<file path="src/rtl/cpu_step_ctrl_pkg.sv">
// -----------------------------------------------------------------------------
// cpu_step_pkg
//   Shared definitions for the CPU step/run controller:
//     step_state_t            - controller FSM state encoding
//     SYNC_STAGES             - depth of every input synchronizer
//     DEBOUNCE_CYCLES_DEFAULT - 20 ms of stable level at 50 MHz
// -----------------------------------------------------------------------------
package cpu_step_pkg;

    typedef enum logic [1:0] {
        STEP_IDLE = 2'd0,
        STEP_HELD = 2'd1,
        RUN       = 2'd2
    } step_state_t;

    localparam int unsigned SYNC_STAGES             = 2;
    localparam int unsigned DEBOUNCE_CYCLES_DEFAULT = 1000000;

endpackage

</file>
<file path="src/rtl/cpu_step_ctrl_btn_debounce.sv">
// -----------------------------------------------------------------------------
// btn_debounce
//   Level debouncer for an already-synchronized button input.
//   A new level is accepted only after it has differed from the accepted
//   level for DEBOUNCE_CYCLES consecutive cycles (minimum 2).
//
// Ports:
//   CLOCK_50MHz  in   system clock
//   Reset        in   synchronous, active-high reset
//   in_s         in   synchronized raw button level (active-low button)
//   out_db       out  debounced level, resets to 1 (released)
//   fall_pulse   out  one-cycle pulse in the cycle after out_db falls 1->0
// -----------------------------------------------------------------------------
module btn_debounce
    import cpu_step_pkg::*;
#(
    parameter int unsigned DEBOUNCE_CYCLES = DEBOUNCE_CYCLES_DEFAULT
) (
    input  logic CLOCK_50MHz,
    input  logic Reset,
    input  logic in_s,
    output logic out_db,
    output logic fall_pulse
);

    // Counter only needs to reach DEBOUNCE_CYCLES-1.
    localparam int unsigned CW = (DEBOUNCE_CYCLES > 2) ? $clog2(DEBOUNCE_CYCLES) : 1;

    logic [CW-1:0] cnt;

    always_ff @(posedge CLOCK_50MHz) begin
        if (Reset) begin
            out_db     <= 1'b1;
            cnt        <= '0;
            fall_pulse <= 1'b0;
        end else begin
            fall_pulse <= 1'b0;
            if (in_s == out_db) begin
                // Any bounce back to the accepted level restarts the count.
                cnt <= '0;
            end else if (cnt == CW'(DEBOUNCE_CYCLES - 1)) begin
                out_db     <= in_s;
                cnt        <= '0;
                // Registered together with out_db, so it marks the first
                // cycle of the new low level.
                fall_pulse <= ~in_s;
            end else begin
                cnt <= cnt + CW'(1);
            end
        end
    end

endmodule

</file>
<file path="src/rtl/cpu_step_ctrl.sv">
// -----------------------------------------------------------------------------
// cpu_step_ctrl
//   Turns the divided slow clock (run mode) or a debounced push-button
//   (step mode) into single-cycle clock-enable pulses for the CPU core,
//   all in the CLOCK_50MHz domain.
//
// Ports:
//   CLOCK_50MHz  in   system clock, all registers on its rising edge
//   Reset        in   synchronous, active-high reset
//   Clk_Slow     in   divider output, treated as an asynchronous level
//   Btn_Step_n   in   raw push-button, active-low
//   Sw_Mode      in   raw slide switch, 1 = run, 0 = step
//   Cpu_En       out  one-cycle enable pulse to the core
//   Step_Count   out  Cpu_En pulses issued, modulo 2^CNT_W
//   Led_Run      out  high while the controller is in RUN
// -----------------------------------------------------------------------------
module cpu_step_ctrl
    import cpu_step_pkg::*;
#(
    parameter int unsigned DEBOUNCE_CYCLES = DEBOUNCE_CYCLES_DEFAULT,
    parameter int unsigned CNT_W           = 16
) (
    input  logic             CLOCK_50MHz,
    input  logic             Reset,
    input  logic             Clk_Slow,
    input  logic             Btn_Step_n,
    input  logic             Sw_Mode,
    output logic             Cpu_En,
    output logic [CNT_W-1:0] Step_Count,
    output logic             Led_Run
);

    // -------------------------------------------------------------------------
    // Input synchronizers; only the last stage is used downstream.
    // The button chain resets to 1 so reset never looks like a press.
    // -------------------------------------------------------------------------
    logic [SYNC_STAGES-1:0] slow_sync;
    logic [SYNC_STAGES-1:0] btn_sync;
    logic [SYNC_STAGES-1:0] mode_sync;

    always_ff @(posedge CLOCK_50MHz) begin
        if (Reset) begin
            slow_sync <= '0;
            btn_sync  <= '1;
            mode_sync <= '0;
        end else begin
            slow_sync <= {slow_sync[SYNC_STAGES-2:0], Clk_Slow};
            btn_sync  <= {btn_sync[SYNC_STAGES-2:0],  Btn_Step_n};
            mode_sync <= {mode_sync[SYNC_STAGES-2:0], Sw_Mode};
        end
    end

    logic slow_s;
    logic btn_s;
    logic mode_s;

    assign slow_s = slow_sync[SYNC_STAGES-1];
    assign btn_s  = btn_sync[SYNC_STAGES-1];
    assign mode_s = mode_sync[SYNC_STAGES-1];

    // -------------------------------------------------------------------------
    // Slow-clock rising-edge detect
    // -------------------------------------------------------------------------
    logic slow_prev;
    logic slow_rise;

    always_ff @(posedge CLOCK_50MHz) begin
        if (Reset) begin
            slow_prev <= 1'b0;
        end else begin
            slow_prev <= slow_s;
        end
    end

    assign slow_rise = slow_s & ~slow_prev;

    // -------------------------------------------------------------------------
    // Button debounce; keeps tracking in every state.
    // -------------------------------------------------------------------------
    logic btn_db;
    logic press;

    btn_debounce #(
        .DEBOUNCE_CYCLES (DEBOUNCE_CYCLES)
    ) u_btn_debounce (
        .CLOCK_50MHz (CLOCK_50MHz),
        .Reset       (Reset),
        .in_s        (btn_s),
        .out_db      (btn_db),
        .fall_pulse  (press)
    );

    // -------------------------------------------------------------------------
    // Controller FSM with registered outputs.
    // Mode changes take priority over press / slow_rise in the same cycle.
    // Led_Run is loaded alongside the state so it tracks the state register
    // without an extra cycle of lag.
    // -------------------------------------------------------------------------
    step_state_t state;

    always_ff @(posedge CLOCK_50MHz) begin
        if (Reset) begin
            state      <= STEP_IDLE;
            Cpu_En     <= 1'b0;
            Step_Count <= '0;
            Led_Run    <= 1'b0;
        end else begin
            Cpu_En <= 1'b0;
            case (state)
                STEP_IDLE: begin
                    if (mode_s) begin
                        state   <= RUN;
                        Led_Run <= 1'b1;
                    end else if (press) begin
                        state      <= STEP_HELD;
                        Cpu_En     <= 1'b1;
                        Step_Count <= Step_Count + CNT_W'(1);
                    end
                end
                STEP_HELD: begin
                    if (mode_s) begin
                        state   <= RUN;
                        Led_Run <= 1'b1;
                    end else if (btn_db) begin
                        state <= STEP_IDLE;
                    end
                end
                RUN: begin
                    if (!mode_s) begin
                        // Returning to step mode only re-arms on a fresh
                        // press edge, so a held button stays inert.
                        state   <= STEP_IDLE;
                        Led_Run <= 1'b0;
                    end else if (slow_rise) begin
                        Cpu_En     <= 1'b1;
                        Step_Count <= Step_Count + CNT_W'(1);
                    end
                end
                default: begin
                    state   <= STEP_IDLE;
                    Led_Run <= 1'b0;
                end
            endcase
        end
    end

endmodule
</file>
<file path="config.mk">
export PLATFORM = sky130hd
export DESIGN_NAME = cpu_step_ctrl
export DESIGN_NICKNAME = d
export VERILOG_FILES = /design/src/rtl/cpu_step_ctrl_pkg.sv /design/src/rtl/cpu_step_ctrl_btn_debounce.sv /design/src/rtl/cpu_step_ctrl.sv
export SDC_FILE = /design/constraint.sdc
export NUM_CORES = 1
export LEC_CHECK = 0
export ABC_AREA = 0
export CAP_MARGIN = 20
export CORE_MARGIN = 1.5
export CORE_UTILIZATION = 30
export CTS_CLUSTER_DIAMETER = 120
export CTS_CLUSTER_SIZE = 25
export DETAILED_ROUTE_END_ITERATION = 8
export PLACE_DENSITY = 0.49
export SLEW_MARGIN = 20
export SYNTH_ARGS = -nofsm -noshare
export SYNTH_HDL_FRONTEND = slang
export SYNTH_SLANG_ARGS = --single-unit
</file>
<file path="constraint.sdc">
create_clock -name CLOCK_50MHz -period 3.5 [get_ports CLOCK_50MHz]
set_clock_uncertainty 0.15 [all_clocks]
set_input_delay 1.05 -clock CLOCK_50MHz [delete_from_list [all_inputs] [get_ports CLOCK_50MHz]]
set_output_delay 1.05 -clock CLOCK_50MHz [all_outputs]
set_load 0.02 [all_outputs]
</file>
# --- After elaboration in Yosys (flattened, before gate mapping) ---
# Cells that the tools add are included.
totals:
  reg_bits: 49
  inputBits: 5
  out_inout_bits: 18
  elab_cells: 58
op_classes:
  add_sub_neg: 2
  eq_ne: 12
  n_mux: 19
  n_bitwise: 5
  reduce_logical: 9
op_table:
  columns: ["cell", "count"]
  rows:
  - ["$mux 16", 4]
  - ["$pmux 16 s2", 1]
  - ["$add 20x1->20 const B", 1]
  - ["$eq 20x20->1 const B", 1]
  - ["$add 16x1->16 const B", 1]
  - ["$mux 2", 5]
  - ["$ne 2x2->1 const B", 4]
  - ["$mux 1", 6]
  - ["$ne 3x2->1 const B", 2]
  - ["$pmux 2 s3", 1]
  - ["$reduce_or 3->1", 2]
  - ["$reduce_and 5->1", 1]
  - ["$ne 2x1->1 const B", 2]
  - ["$not 1->1", 4]
  - ["$pmux 1 s2", 2]
  - ["$reduce_and 2->1", 2]
  - ["$reduce_and 3->1", 1]
  - ["$eq 2x1->1 const B", 1]
  - ["$eq 2x2->1 const B", 1]
  - ["$logic_not 2->1", 1]
  - ["$reduce_bool 2->1", 1]
  - ["$reduce_or 2->1", 1]
  - ["$and 1x1->1", 1]
  - ["$eq 1x1->1", 1]

# --- Depth between registers and ports, before layout ---
depth:
  word_depth: 5
  mapped_depth: 7
  mapped_depth_nobuf: 5

# --- Cells and area by module ---
# A second synthesis with hierarchy kept.
unflattened:
  hier_cells: 230
  area_unflattened_um2: 2137.0
by_module_without_submodules:
  columns: ["mod", "n_inst", "cells_each", "area_each_um2", "seq_area_each_um2"]
  rows:
  - ["cpu_step_ctrl", 1, 117, 1128.6, 540.5]
  - ["btn_debounce", 1, 113, 1008.5, 440.4]

# --- Least setup slack after synthesis ---
# Ideal clock, no wire load.
synth_path:
  kind: "input to register"
  from: "input Reset"
  to: "register u_btn_debounce.cnt[16]"
  setup_time_ns: 0.064
  arrival_time_ns: 1.812
  required_ns: 3.286
  setup_slack_ns: 1.474
  path_stages: 5
  n_path_buf: 2
  path_cell_list: "clkbuf_1 -> nor2_1 -> o21ai_2 -> buf_4 -> nor2_1"
synth_via:
  elab_chain_cells: 1
synth_rtl:
  columns: ["item", "line", "text"]
  rows:
  - ["start, declared", "cpu_step_ctrl.sv:24", "input logic Reset,"]
  - ["$reduce_or 3->1 (no line)", null, null]
  - ["end signal, assigned", "cpu_step_ctrl_btn_debounce.sv:48", "cnt <= cnt + CW'(1);"]
  - ["end, declared", "cpu_step_ctrl_btn_debounce.sv:29", "logic [CW-1:0] cnt;"]
# No other way between the ends.
# A chain may end at the register's enable or synchronous reset.

# --- Final worst setup path ---
layout_path:
  from: "register Step_Count[3]"
  to: "output Step_Count[3]"
layout_lines:
  columns: ["item", "line", "text"]
  rows:
  - ["start, declared", "cpu_step_ctrl.sv:29", "output logic [CNT_W-1:0] Step_Count,"]
  - ["start signal, assigned", "cpu_step_ctrl.sv:117", "Step_Count <= Step_Count + CNT_W'(1);"]
  - ["start signal, assigned", "cpu_step_ctrl.sv:136", "Step_Count <= Step_Count + CNT_W'(1);"]
# No word-level cell between the ends.

==> results.cfg <==
[floorplanning]
core_um2 = 6910
io_pins = 23
row_count = 30
die_area_um2 = 7780
start_util_pct = 31.5
die_h_um = 88.2
die_width_um = 88.2

[routing]
drtAntennaViolNets = 0
vias_per_cell = 4.57
via_count = 1587
wire_per_inst_um = 11.4
route.detailed.drc = 0
dr.first_iter.drc_count = 64
dr.pass1.iters = 6
wl_um = 3950

[final_layout]
final_cell_mix = dfxtp_1 (49), nor2_1 (43), xnor2_1 (23)
num-nets-final = 257
drive_gt1_share_pct = 10.4
postLayoutCoreUtil_pct = 37.5
area_growth_pct = 19.0
fillers = 721
antenna_cells = 0
final_common_cell = dfxtp_1

[critical_path]
reg2reg_slack_ns = 1.35
worst-setup-path-type = reg -> out
critical-path-slowest-cell = clkdlybuf4s50_1
r2r_start = u_btn_debounce.cnt[0]
endpoint_kind = output pin
critPathLaunchType = flop
critPathTopFamily = buffers and inverters
critPathArrivalTime_ns = 1.43
rr_endpoint = u_btn_debounce.cnt[6]
cp_max_fo = 7
crit_path_cell_trace = clkdlybuf4s50_1
worstPathRequired_ns = 2.30
crit_buf_inv = 1
r2r_cells = 5
max_stage_delay_ns = 0.66

[yosys]
syn_avg_cell_area_um2 = 9.55
yosysWarnings = 0
synth_compound_area_share_pct = 10.9
synth_area_um2 = 2180
yosys.area_share.xor_xnor_pct = 10.1
synth_top_family_by_area = simple AND/OR/NAND/NOR gates
synth_largest_area_cell = dfxtp_1
synth-simple-area-share_pct = 25.6
muxShareOfSynthArea_pct = 2.41
synth_top_area_share_pct = 45.0
postSynthCellCount = 228
synth.distinct_cells = 44
ys_top_cells_by_area = dfxtp_1 (45%), xnor2_1 (9.2%), nor2_1 (7.4%)
synth-adder-area-share_pct = 1.15
synth_fp_nets = 235
synth-seq-cells = 49
ys_seq_area_share_pct = 45.0

[power]
powerDensity_nw_per_um2 = 407
leakagePower_nw = 0.812
total_power_mw = 1.06
vdd_drop_max_uv = 150

[cts]
cts_hold_buf = 0
cts_sinks = 49
clk_pin_slew_worst_paths_ns = 0.09
cts_buffer_depth = 2
cts_buffers = 5
cts_htree_levels = 2
root_buffer = clkbuf_8
clk_latency_ns = 0.30
cts_resized = 0
cts_tree = yes
cts_setup_buffers = 0

[timing]
min_period_ns = 2.63
max-slew-margin-rel_pct = 55.8
drv_slew = 0
finalSetupViolCount = 0
max_clock_freq_mhz = 380
fin_setup_tns_ns = 0
period_share_pct = 75.2
layout_setup_ws_ns = 0.868
finalHoldViolCount = 0
rsz0062_at_grt = false
tightest_slew_ns = 0.657

[grt]
grt_pass1_vias = 1479
grt_max_degree = 35
grt_usage_pct = 11.4
antenna_found_initial = 0
grt_pass1_wl_um = 6980
grt.overflow.total = 0

[placement]
place_ws_ns = 0.936
dp_hpwl_um = 2730
port_buffers = 22
gp_congestion = 0.732

[status]
outcome = complete, no violations

[min_path]
holdCritPathClass = reg -> reg
min_path_cells = 1
hold_path_end = btn_sync[1]
min_from = btn_sync[0]

[job]
max_cap_violations = 0
-- kinds of logic after synthesis --
group,count (synthesis)
AOI/OAI and AO/OA,25
DFF,49
muxes,5
and+or+nand+nor,104
buffers and inverters,18
adders and majority gates,2
xor gates and xnor gates,25
-- report_power, final --
group	switching (mW)	internal, mW
Combinational	0.0119	0.0106
Clock	0.185	0.284
Sequential	0.00279	0.562
-- Yosys cell counts --
cell type   n
dfxtp_1    49
nor2_1     43
xnor2_1    23
inv_1      10
nand4_1     9
nor2b_1     8
a211oi_1    6
nand2_1     6
nor3_1      6
nor4_1      6
and3_1      5
nand3_1     5
a21oi_1     4
a2111oi_2   3
clkbuf_1    3
mux2i_1     3
o221ai_1    3
or2_2       3
a31o_2      2
buf_6       2
clkbuf_8    2
ha_1        2
mux2_1      2
nand4b_1    2
xor2_1      2
a211oi_4    1
a21bo_2     1
a21oi_4     1
a311oi_1    1
a41o_1      1
and2_1      1
and4_1      1
buf_4       1
nand2b_1    1
nand3_2     1
nand3b_1    1
nand4_2     1
nand4b_2    1
nor4_2      1
nor4b_1     1
nor4bb_1    1
o21ai_2     1
o22a_2      1
or3b_1      1
-- routing by layer --
layer	vias to the layer above	global-route usage [%]	wire [µm]	share of wire [%]
met1	724	16.3	2200	56
li1	842	-	-	-
met4	0	3.84	33	0.84
met2	19	16.8	1600	40
met5	-	0	0	0
met3	2	2.80	125	3.2
-- registers in the layout (all words and copies together), names as in the netlist --
| register | cells |
|---|---|
| u_btn_debounce.cnt | 20 |
| u_btn_debounce.fall_pulse | 1 |
| state | 2 |
| Step_Count | 16 |
| slow_prev | 1 |
| mode_sync | 2 |
| Led_Run | 1 |
| u_btn_debounce.out_db | 1 |
| Cpu_En | 1 |
| btn_sync | 2 |
| slow_sync | 2 |
-- per-stage QoR --
| step | instances | cell area, µm² | hold slack, ns |
|---|---|---|---|
| 2_1_floorplan | 228 | 2180 | 0.239 |
| 4_1_cts | 347 | 2590 | 0.267 |
| 3_5_place_dp | 339 | 2460 | 0.243 |
| 5_1_grt | 347 | 2590 | 0.284 |
| 6_report | 347 | 2590 | 0.265 |
| 3_3_place_gp | 339 | 2460 | 0.242 |
-- worst register-to-register path, delay by kind of cell, from the launching register on --
kind	cells	cell delay, ns
flops	1	0.38
fa+ha+maj	1	0.22
simple gates	3	0.70
compound gates	1	0.57
-- final cells by class --
class | count | area [µm²] | share of cell area (%)
clock inverter | 3 | 65.1 | 2.51
tap | 96 | 120 | 4.64
multi-input combinational | 161 | 1090 | 42.1
sequential | 49 | 981 | 37.9
clock buffer | 5 | 68.8 | 2.66
timing repair buffer | 23 | 228 | 8.79
inverter | 10 | 37.5 | 1.45
-- worst max path at each step --
| stage | from | cells past startpoint | slack, ns | to |
|---|---|---|---|---|
| after floorplan | Reset | 5 | 1.47 | u_btn_debounce.cnt[16] |
| after global placement | Reset | 5 | 0.95 | Step_Count[14] |
| after detailed placement | Reset | 5 | 0.94 | Step_Count[14] |
| after CTS | Step_Count[3] | 1 | 0.84 | Step_Count[3] |
| after global routing | Step_Count[3] | 1 | 0.80 | Step_Count[3] |
| final | Step_Count[3] | 1 | 0.87 | Step_Count[3] |
No activity file was read; power rests on OpenSTA's default activity.
